$ cat src/rtl/regfile_pkg.sv
// Shared constants and types for the LEGv8 integer register file.
package regfile_pkg;

  localparam int XLEN       = 64;
  localparam int NREGS      = 32;
  localparam int REG_ADDR_W = 5;

  typedef logic [REG_ADDR_W-1:0] reg_addr_t;
  typedef logic [XLEN-1:0]       xlen_t;

  localparam reg_addr_t XZR_IDX = 5'd31;

endpackage

$ cat src/rtl/regfile_rdport.sv
// One combinational read port: 31:1 mux over X0..X30, XZR reads as zero.
// With REGFILE_BYPASS_EN defined, a same-cycle write to the addressed register is forwarded.
module regfile_rdport
  import regfile_pkg::*;
#(
  parameter int XLEN  = regfile_pkg::XLEN,
  parameter int NREGS = regfile_pkg::NREGS
) (
  input  logic [NREGS-2:0][XLEN-1:0] regs,
  input  reg_addr_t                  ra,
  input  logic                       we3,
  input  reg_addr_t                  wa3,
  input  logic [XLEN-1:0]            wd3,
  output logic [XLEN-1:0]            rd
);

  // An unmatched address (31, or X) falls through to zero.
  always_comb begin
    rd = '0;
    for (int i = 0; i < NREGS - 1; i++) begin
      if (ra == reg_addr_t'(i)) begin
        rd = regs[i];
      end
    end
`ifdef REGFILE_BYPASS_EN
    if (we3 && (wa3 == ra) && (wa3 != XZR_IDX)) begin
      rd = wd3;
    end
`endif
  end

`ifndef REGFILE_BYPASS_EN
  logic unused_bypass;
  assign unused_bypass = ^{we3, wa3, wd3};
`endif

endmodule

$ cat src/rtl/regfile.sv
// 32 x 64-bit LEGv8 register file: two combinational reads, one clocked write, X31 = XZR.
// Optional write-through forwarding on the read ports is enabled by defining REGFILE_BYPASS_EN.
module regfile
  import regfile_pkg::*;
#(
  parameter int XLEN  = regfile_pkg::XLEN,
  parameter int NREGS = regfile_pkg::NREGS
) (
  input  logic            clk,
  input  logic            we3,
  input  reg_addr_t       ra1,
  input  reg_addr_t       ra2,
  input  reg_addr_t       wa3,
  input  logic [XLEN-1:0] wd3,
  output logic [XLEN-1:0] rd1,
  output logic [XLEN-1:0] rd2,
  input  logic            reset
);

  // Storage exists only for X0..X30.
  logic [NREGS-2:0][XLEN-1:0] regs_q;
  logic [NREGS-2:0][XLEN-1:0] regs_d;
  logic                       wr_en;

  assign wr_en = we3 & ~reset;

  // A write to index 31 matches no entry and is dropped.
  always_comb begin
    regs_d = regs_q;
    for (int i = 0; i < NREGS - 1; i++) begin
      if (wr_en && (wa3 == reg_addr_t'(i))) begin
        regs_d[i] = wd3;
      end
    end
  end

  always_ff @(posedge clk or posedge reset) begin
    if (reset) begin
      for (int i = 0; i < NREGS - 1; i++) begin
        regs_q[i] <= XLEN'(i);
      end
    end else begin
      regs_q <= regs_d;
    end
  end

  regfile_rdport #(.XLEN(XLEN), .NREGS(NREGS)) u_rdport1 (
    .regs (regs_q),
    .ra   (ra1),
    .we3  (wr_en),
    .wa3  (wa3),
    .wd3  (wd3),
    .rd   (rd1)
  );

  regfile_rdport #(.XLEN(XLEN), .NREGS(NREGS)) u_rdport2 (
    .regs (regs_q),
    .ra   (ra2),
    .we3  (wr_en),
    .wa3  (wa3),
    .wd3  (wd3),
    .rd   (rd2)
  );

endmodule

$ cat config.mk
export PLATFORM = sky130hd
export DESIGN_NAME = regfile
export DESIGN_NICKNAME = d
export VERILOG_FILES = /design/src/rtl/regfile_pkg.sv /design/src/rtl/regfile_rdport.sv /design/src/rtl/regfile.sv
export SDC_FILE = /design/constraint.sdc
export NUM_CORES = 2
export LEC_CHECK = 0
export ABC_AREA = 1
export CAP_MARGIN = 20
export CORE_MARGIN = 8
export CORE_UTILIZATION = 35
export DETAILED_ROUTE_END_ITERATION = 7
export GPL_TIMING_DRIVEN = 0
export HOLD_SLACK_MARGIN = 0.03
export PLACE_DENSITY_LB_ADDON = 0.12
export REMOVE_ABC_BUFFERS = 1
export SYNTH_ARGS = -nofsm -noshare
export SYNTH_HDL_FRONTEND = slang
export SYNTH_SLANG_ARGS = --single-unit
$ cat constraint.sdc
create_clock -name clk -period 162.9 [get_ports clk]
set_input_delay 32.58 -clock clk [delete_from_list [all_inputs] [get_ports clk]]
set_output_delay 32.58 -clock clk [all_outputs]
set_load 0.01 [all_outputs]
==> qor.yml <==
sta:
  worst_pin_slew_ns: 1.04
  rsz0062_at_grt: "false"
  final-hold-violation-count: 0
  finClkSkew_ns: 0
  final-max-slew-violation-count: 0
  layout_setup_ws_ns: 91.93
  min_period_ns: 70.97
  hold_ws_ns: 0.482
  setup_viol: 0
  post-route-period-util_pct: 43.6
  setup_tns_ns: 0
  max_freq_ghz: 0.0141
  max_slew_margin_pct: 30.2
finish:
  final_cell_mix: "5013 x nand2_1, 1981 x o21ai_0, 1909 x dfrtp_1, 1555 x nor2_1, 1066 x nand4_1"
  layout.cells.non_filler: 17800
  final_common_cell: "nand2_1"
  area_delta_synth_final_pct: 17.6
  top_regs: "regs_q: 1984 flops"
  drive_above_1_share_pct: 6.77
  top_register: "regs_q"
  largest_register_ffs: 1984
  final_core_util_pct: 41.4
  nets: 13900
pwr:
  p_seq_share_pct: 46.6
  p_int_uw: 930
  combPwrFrac_pct: 12.9
  power_density_nw_per_um2: 11.0
  vdd_drop_max_mv: 0.00809
  clkPwrFrac_pct: 40.4
  switching_share_pct: 28.9
  p_switching_uw: 378
  leakagePower_nw: 51.8
route:
  ant_nets: 0
  viasPerCell: 5.30
  routed_wirelength_um: 410000
  drt-pass1-iter-count: 6
  drt_iter0_drc: 10700
  num_vias: 94300
  drc: 0
  wire_per_inst_um: 23.0
floorplan:
  die_x_um: 555
  core_um2: 288000
  die_h_um: 555
  dieArea_um2: 307000
  io_pins: 210
  start_util_pct: 35.2
  placementRows: 197
global_route:
  grtUsageTotal_pct: 25.8
  first_global_vias: 87100
  grt_first_pass_wirelength_um: 607000
  gr-total-overflow: 0
  antenna_found_initial: 17
  grt_max_degree: 124
setup_path:
  worstSetupEndpoint: "rd1[34]"
  crit_path_end_kind: "primary output"
  start_kind: "input port"
  crit_slowest_cell: "clkdlybuf4s50_1"
  cp_num_cells: 21
  critPathRequiredTime_ns: 130.32
  cp_common_cell: "nor2_1"
  cp_max_fo: 57
  cp.arrival_ns: 38.39
  crit_chain: "clkdlybuf4s50_1 -> inv_8 -> nand2_2 -> nor2_2 -> buf_8 -> inv_4 -> buf_16 -> nor2_1 -> nor2_1 -> nand4_1 -> nor2_1 -> nand4_1 -> nor2_1 -> nand4_1 -> nor2_1 -> nand4_1 -> nor2_1 -> nand4_1 -> nor2_1 -> nand4_1 -> clkdlybuf4s50_1"
  worst_r2r_endpoint: "regs_q[834]"
  r2r_start: "regs_q[834]"
  critPathKind: "input port to primary output"
  worstSetupStartpoint: "ra1[4]"
  max_stage_delay_ns: 1.16
  crit_family: "buffers and inverters"
  reg2reg_slack_ns: 162.07
  path_buf_inv: 6
  reg2regPathDepth: 2
synthesis:
  synth_cells: 14100
  seq_area_frac_synth_pct: 49.0
  syn_avg_cell_area_um2: 7.17
  synth_edf_count: 0
  ys_ff_latch: 1984
  ys_warn_count: 0
  synth_area_leaders: "dfrtp_1 47%, nand2_1 19%, o21ai_0 9.8%"
  netlist_area_um2: 102000
  ys.flop_type: "dfrtp_1"
  ys_async_sr_fraction_pct: 100
  synthDistinctLibCells: 29
  synth_top_area_share_pct: 47.1
  synth_top_area_cell: "dfrtp_1"
clock_network:
  cts-resized-gates: 0
  ctsHoldBuffers: 0
  cts.htree.levels: 4
  postCtsSetupBuffers: 0
  cts_tree: "yes"
  root_buffer: "clkbuf_16"
  worstSkewPairLatency_ns: 0.90
  cts_made_buffers: 234
  cts.sinks: 1984
  clockBufferDepth: 4
  clkTransAtPathRegs_ns: 0.06
place:
  dpl.hpwl_um: 265000
  dpl.cell_count: 17300
  pre_cts_ws_ns: 92.05
  gp_congestion: 0.812
  io_buffers: 209
flow_run:
  cap_violations: 0
outcome:
  outcome: "complete, no violations"
worst_hold_path:
  hold_depth: 2
  hold_path_class: "flip-flop to flip-flop"
worst min-delay path by stage:
stage,from,endpoint
after floorplan,regs_q[1002],regs_q[1002]
after global placement,regs_q[1006],regs_q[1006]
after detailed placement,regs_q[1240],regs_q[1240]
after CTS,regs_q[1240],regs_q[1240]
after global routing,regs_q[1749],regs_q[1749]
final,regs_q[1745],regs_q[1745]
cell type report:
cell class                      instances  area, µm²
Clock inverter                         45        418
Inverter                              909       3480
Fill cell                           29900     169000
Timing Repair Buffer                  509       9080
Clock buffer                          379       7150
Tap cell                             3781       4730
Sequential cell                      1984      49700
Multi-Input combinational cell      10200      44800
Antenna cell                           14       35.0
power by group through the flow:
stage / Clock (mW) / Sequential (mW) / Combinational [mW]
3_5_place_dp: 0 / 0.616 / 0.167
2_1_floorplan: 0 / 0.608 / 0.0972
6_report: 0.529 / 0.610 / 0.169
4_1_cts: 0.538 / 0.608 / 0.168
5_1_grt: 0.557 / 0.618 / 0.191
3_3_place_gp: 0 / 0.621 / 0.155
stage by stage:
stage	power, mW	cell area, µm²
CTS	1.31	119000
finish	1.31	119000
floorplan	0.705	97300
global route	1.37	119000
detailed placement	0.783	111000
global placement	0.776	104000
worst reg2reg max path: cells and delay by family, from the launching register on:
family	cells	cell delay, ns
AND/OR/NAND/NOR	1	0.06
AO/OA/AOI/OAI	1	0.13
flip-flops	1	0.54
kinds of logic (layout without fill, tap and decap cells):
group | after synthesis | in the layout | synth area share (%)
buf+inv | 1989 | 1842 | 7.47
other cells | 0 | 14 | 0
flops | 1984 | 1984 | 49.0
simple gates | 8036 | 8036 | 33.0
compound gates | 2138 | 2138 | 10.5
Yosys cell counts, types with 29 or more instances:
cell / number
a21oi_1: 155
buf_1: 29
buf_2: 64
clkbuf_1: 979
dfrtp_1: 1909
dfstp_2: 75
inv_1: 871
inv_2: 32
nand2_1: 5038
nand3_1: 194
nand4_1: 1066
nor2_1: 1585
o21ai_0: 1981
or2_2: 86
layer usage:
metal	global-route usage [%]	up-vias	wire length, µm
met5	0	-	7
met4	6.49	2	10500
met3	3.77	576	30900
met2	39.2	3476	177000
met1	38.4	45500	192000
li1	-	44800	-
Note: power is estimated with default switching activity, not from simulation.
